File: config.mk
export PLATFORM = sky130hd
export DESIGN_NAME = pvr_ddr_arbiter
export DESIGN_NICKNAME = d
export VERILOG_FILES = /design/src/rtl/pvr_arb_pkg.sv /design/src/rtl/pvr_rr_select.sv /design/src/rtl/pvr_ddr_arbiter.sv
export SDC_FILE = /design/constraint.sdc
export NUM_CORES = 1
export LEC_CHECK = 0
export ABC_AREA = 1
export BUFFER_PORTS_ARGS = -buffer_cell sky130_fd_sc_hd__buf_2
export CAP_MARGIN = 10
export CELL_PAD_IN_SITES_DETAIL_PLACEMENT = 1
export CELL_PAD_IN_SITES_GLOBAL_PLACEMENT = 1
export CORE_UTILIZATION = 34
export CTS_CLUSTER_SIZE = 10
export DETAILED_ROUTE_END_ITERATION = 8
export GPL_TIMING_DRIVEN = 1
export PLACE_DENSITY_LB_ADDON = 0.25
export RECOVER_POWER = 50
export SETUP_SLACK_MARGIN = 0.4
export SLEW_MARGIN = 20
export SYNTH_ARGS = -nofsm -noshare
export SYNTH_HDL_FRONTEND = slang
export SYNTH_SLANG_ARGS = --single-unit
export TNS_END_PERCENT = 20
File: constraint.sdc
create_clock -name clock -period 3.99 [get_ports clock]
set_input_delay 0.798 -clock clock [delete_from_list [all_inputs] [get_ports clock]]
set_output_delay 0.798 -clock clock [all_outputs]
set_load 0.005 [all_outputs]
File: src/rtl/pvr_arb_pkg.sv
// Shared types and constants for the PVR DDR read arbiter.
// Used by pvr_ddr_arbiter and pvr_rr_select (PVR_ARB_ROUND_ROBIN_EN selects round-robin).
package pvr_arb_pkg;

  typedef enum logic [1:0] {
    IDLE  = 2'd0,
    ISSUE = 2'd1,
    WAIT  = 2'd2,
    DONE  = 2'd3
  } arb_state_t;

  localparam int ARB_ADDR_W = 29;
  localparam int ARB_DATA_W = 64;
  localparam int WD_W       = 16;

  function automatic int idx_w(input int n);
    return (n > 1) ? $clog2(n) : 1;
  endfunction

endpackage

File: src/rtl/pvr_rr_select.sv
// Grant selection: request vector plus last-grant pointer to one-hot grant and index.
// PVR_ARB_ROUND_ROBIN_EN defined: round-robin from ptr+1; undefined: lowest index wins.
module pvr_rr_select #(
  parameter int NUM_CLI = 3,
  parameter int IDX_W   = 2
) (
  input  logic [NUM_CLI-1:0] req,
  input  logic [IDX_W-1:0]   ptr,
  output logic [NUM_CLI-1:0] gnt,
  output logic [IDX_W-1:0]   idx,
  output logic               any
);

`ifdef PVR_ARB_ROUND_ROBIN_EN
  always_comb begin
    int j;
    j   = 0;
    gnt = '0;
    idx = '0;
    any = 1'b0;
    for (int k = 1; k <= NUM_CLI; k++) begin
      j = int'(ptr) + k;
      if (j >= NUM_CLI) j = j - NUM_CLI;
      if (!any && req[j]) begin
        any    = 1'b1;
        idx    = IDX_W'(j);
        gnt[j] = 1'b1;
      end
    end
  end
`else
  logic unused_ptr;
  assign unused_ptr = ^ptr;

  always_comb begin
    gnt = '0;
    idx = '0;
    any = 1'b0;
    for (int i = 0; i < NUM_CLI; i++) begin
      if (!any && req[i]) begin
        any    = 1'b1;
        idx    = IDX_W'(i);
        gnt[i] = 1'b1;
      end
    end
  end
`endif

endmodule

File: src/rtl/pvr_ddr_arbiter.sv
// Single-outstanding DDR read arbiter for the PVR read clients, with WAIT watchdog.
// Grant policy set by PVR_ARB_ROUND_ROBIN_EN (see pvr_rr_select).
module pvr_ddr_arbiter
  import pvr_arb_pkg::*;
#(
  parameter int NUM_CLI     = 3,
  parameter int ADDR_W      = ARB_ADDR_W,
  parameter int DATA_W      = ARB_DATA_W,
  parameter int TIMEOUT_CYC = 1024
) (
  input  logic                      clock,
  input  logic                      reset,
  input  logic [NUM_CLI-1:0]        cli_rd_req,
  input  logic [NUM_CLI*ADDR_W-1:0] cli_addr,
  output logic [NUM_CLI-1:0]        cli_valid,
  output logic [DATA_W-1:0]         cli_rdata,
  output logic [ADDR_W-1:0]         cache_addr,
  output logic                      cache_rd,
  input  logic                      cache_valid,
  input  logic [DATA_W-1:0]         cache_rdata,
  output logic                      busy,
  output logic                      timeout_err
);

  localparam int IDX_W = idx_w(NUM_CLI);

  arb_state_t                      state, state_nx;
  logic [IDX_W-1:0]                grant, last_grant, sel_idx;
  logic [NUM_CLI-1:0]              sel_gnt, grant_oh;
  logic                            sel_any, wd_hit;
  logic [WD_W-1:0]                 wd_cnt;
  logic [NUM_CLI-1:0][ADDR_W-1:0]  addr_arr;

  assign addr_arr = cli_addr;
  assign grant_oh = NUM_CLI'(1) << grant;
  assign busy     = (state != IDLE);
  // Fires during the TIMEOUT_CYC-th WAIT cycle, so abort follows exactly that many WAIT cycles.
  assign wd_hit   = (TIMEOUT_CYC != 0) && (wd_cnt == WD_W'(TIMEOUT_CYC - 1));

  pvr_rr_select #(.NUM_CLI(NUM_CLI), .IDX_W(IDX_W)) u_sel (
    .req (cli_rd_req),
    .ptr (last_grant),
    .gnt (sel_gnt),
    .idx (sel_idx),
    .any (sel_any)
  );

  logic unused_gnt;
  assign unused_gnt = ^sel_gnt;

  always_ff @(posedge clock) begin
    if (reset) state <= IDLE;
    else       state <= state_nx;
  end

  always_comb begin
    state_nx = state;
    case (state)
      IDLE:  if (sel_any) state_nx = ISSUE;
      ISSUE: state_nx = WAIT;
      WAIT:  if (cache_valid || wd_hit) state_nx = DONE;
      DONE:  state_nx = IDLE;
      default: state_nx = IDLE;
    endcase
  end

  always_ff @(posedge clock) begin
    if (reset) begin
      grant       <= '0;
      last_grant  <= IDX_W'(NUM_CLI - 1);
      cache_addr  <= '0;
      cache_rd    <= 1'b0;
      cli_valid   <= '0;
      cli_rdata   <= '0;
      wd_cnt      <= '0;
      timeout_err <= 1'b0;
    end else begin
      cache_rd  <= 1'b0;
      cli_valid <= '0;
      case (state)
        IDLE: begin
          if (sel_any) begin
            grant      <= sel_idx;
            cache_addr <= addr_arr[sel_idx];
            cache_rd   <= 1'b1;
          end
        end
        ISSUE: wd_cnt <= '0;
        WAIT: begin
          wd_cnt <= wd_cnt + 1'b1;
          // A return in the final watchdog cycle still counts as a good read.
          if (cache_valid) begin
            cli_rdata  <= cache_rdata;
            cli_valid  <= grant_oh;
            last_grant <= grant;
          end else if (wd_hit) begin
            cli_rdata   <= '0;
            cli_valid   <= grant_oh;
            timeout_err <= 1'b1;
            last_grant  <= grant;
          end
        end
        default: ;
      endcase
    end
  end

endmodule

==> summary.md <==
## Min path
* number of cells traversed by the worst hold path: 2
* endpoint with the worst hold slack: cli_rdata[2]
* Hold Path Class: reg2reg
* min-delay src: cli_rdata[2]

## Logic synthesis
* Mapped Avg Cell Area: 7.67 um^2
* cell count after synthesis: 653
* flip-flop and latch count after synthesis: 118
* total standard cell area after synthesis: 5010 um^2
* number of unique standard cell types used by synthesis: 29
* synthesized netlist net count: 813
* Yosys Warn Count: 0
* sequential fraction of the synthesis area: 0.472

## Timing
* final hold vios: 0
* crit share post-route: 0.629
* setup TNS: 0 ns
* Least-Margin Pin Slew: 1.49 ns
* final worst clock skew: 0.0171 ns
* setup slack of the critical path after layout: 1.48 ns
* fin crit period: 2.51 ns
* final setup fails: 0
* worst rel slew slack: 0.00434
* final number of max-transition violations: 0
* setup repair after global routing missed its margin: false
* Max Clock Freq: 0.399 GHz

## Worst setup path
* capturing element type of the critical path: flop
* Required @ worst endpoint: 4.30 ns
* reg-to-reg endpoint: wd_cnt[5]
* path depth of the worst reg2reg path: 8
* maximum fanout encountered on the critical timing path: 30
* flop-to-flop setup slack: 1.72 ns
* critical path start-end classification: in2reg
* RR Startpoint: state[1]
* startpoint types: primary input
* CP Data Arrival Time: 2.81 ns

## Pwr
* VDD IR-drop max: 0.376 mV
* total power of the final layout: 4060 uW
* static power due to leakage: 0.00281 uW
* power density over the cells: 597 nW/um^2

## Drt
* DRC Markers: 0
* final wirelength: 18200 um
* average wire per cell in the routed design: 16.8 um
* DRT antenna net count: 0
* Vias/cell: 5.03
* total iterations of the first detailed-routing run: 5
* DR iter-0 viols: 194
* total via count after detailed routing: 5436

## Placement
* placed cell count: 1048
* Final Wtd Congestion: 0.791
* dpl ws: 1.01 ns
* placed inst area: 6310 um^2
* Port Buffers: 255
* Detail Placement HPWL: 13000 um

## Floorplan
* die span in y: 123 um
* die area: 15200 um^2
* Cell Rows: 43
* Core Footprint: 14100 um^2
* Top-Level Pins: 256
* Die Span X: 123 um
* initial core utilization: 0.354

## Layout
* antenna fix cells: 0
* area growth from synthesis to final layout: 35.8%
* highest-count cells in the layout ignoring fill and taps: 189 x buf_2, 155 x nand2_1, 131 x a21oi_1, 118 x dfxtp_1, 66 x clkbuf_1
* most common library cell in the layout ignoring fill and taps: buf_2
* non-filler cells in the finished layout: 1080
* count of nets after finishing: 1047
* ratio of cells with drive above 1 in the final layout: 0.307
* final design area excluding fillers: 6800 um^2

## CTS
* TritonCTS clock tree: done
* Clk pin slew, worst setup/hold paths: 0.06 ns
* CTS max path bufs: 2
* clk sinks: 118
* number of H-tree levels: 4
* postcts setup bufs: 0
* CTS hold repair buffers: 0
* Clock Root Buffer: clkbuf_16
* Clk Latency, worst-skew pair: 0.43 ns
* TritonCTS Buffers: 17
* number of gates given a new drive strength after cts: 0

## Global route
* grt ovf: 0
* vias in the first global route: 5806
* global-route wire length before repair: 28400 um
* overall global routing resource usage: 0.245
* antenna violations before repair: 0
* maximum number of pins on one net before global-route repair: 71

## Status
* status: finished, violations left
* failing checks: capacitance limit

## Job
* number of max-capacitance violations reported: 1

area by class of cell:
type / instances / area, um^2
multi-input combinational: 460 / 2290
sequential: 118 / 2360
timing repair buffer: 259 / 1220
clock buffer: 20 / 457
inverter: 31 / 118
fill: 1857 / 7350
clock inverter: 12 / 129
tap: 180 / 225
state kept, by name, indices dropped and copies added, names as in the netlist:
name         flops
cli_valid        3
timeout_err      1
wd_cnt          16
cli_rdata       64
cache_rd         1
grant            2
cache_addr      29
state            2
worst max path at each step:
stage,cells past startpoint,slack (ns),start,to
floorplan,4,2.27,reset,cli_rdata[10]
global placement,6,1.11,cli_rd_req[0],cache_addr[2]
detailed placement,6,1.01,cli_rd_req[0],cache_addr[11]
CTS,6,1.48,cli_rd_req[0],cache_addr[11]
global route,6,1.31,cli_rd_req[0],cache_addr[11]
finish,6,1.48,cli_rd_req[0],cache_addr[11]
power breakdown:
group	switching, uW	total [uW]	internal [uW]
logic	684	1060	374
clock network	565	1510	946
registers	110	1490	1380
total	1360	4060	2700
metal layers:
layer | track usage | vias up | share of wire
met3 | 0.0577 | 47 | 0.050
li1 | - | 2640 | -
met1 | 0.261 | 2558 | 0.39
met4 | 0.144 | 0 | 0.036
met2 | 0.437 | 191 | 0.52
met5 | 0 | - | 0
metrics by stage:
step | hold WS, ns | util
6_report | 0.461 | 0.481
4_1_cts | 0.464 | 0.487
3_5_place_dp | 0.452 | 0.446
2_1_floorplan | 0.426 | -
3_3_place_gp | 0.445 | 0.446
5_1_grt | 0.479 | 0.481
worst max-delay path: stages:
cell	delay (ns)
buf_2	0.12
inv_1	0.04
nand2_1	0.61
inv_1	0.70
o211ai_1	0.40
a21oi_1	0.11
cell families (layout without fill, tap and decap cells):
logic type,after synthesis,in the layout,share of synthesized area
compound gates,198,198,0.215
xor+xnor,3,3,0.00525
fa+ha+maj,3,3,0.00749
buf+inv,75,322,0.0709
flops,118,118,0.472
simple gates,256,256,0.230
cells in the mapped netlist, drive strengths merged:
cell type	n	area (um^2)
ha	3	37.5
and3	1	6.26
nand2	168	684
xor2	3	26.3
clkbuf	19	71.3
inv	31	116
o21a	1	7.51
nor3b	1	12.5
buf	25	168
a21oi	133	673
a211oi	2	15.0
nor3	10	60.1
dfxtp	118	2360
nor2	35	141
nand4	3	18.8
or2	29	181
nand3	9	45.0
o21ai	33	165
o211ai	29	218
(Power assumes the default switching activity.)
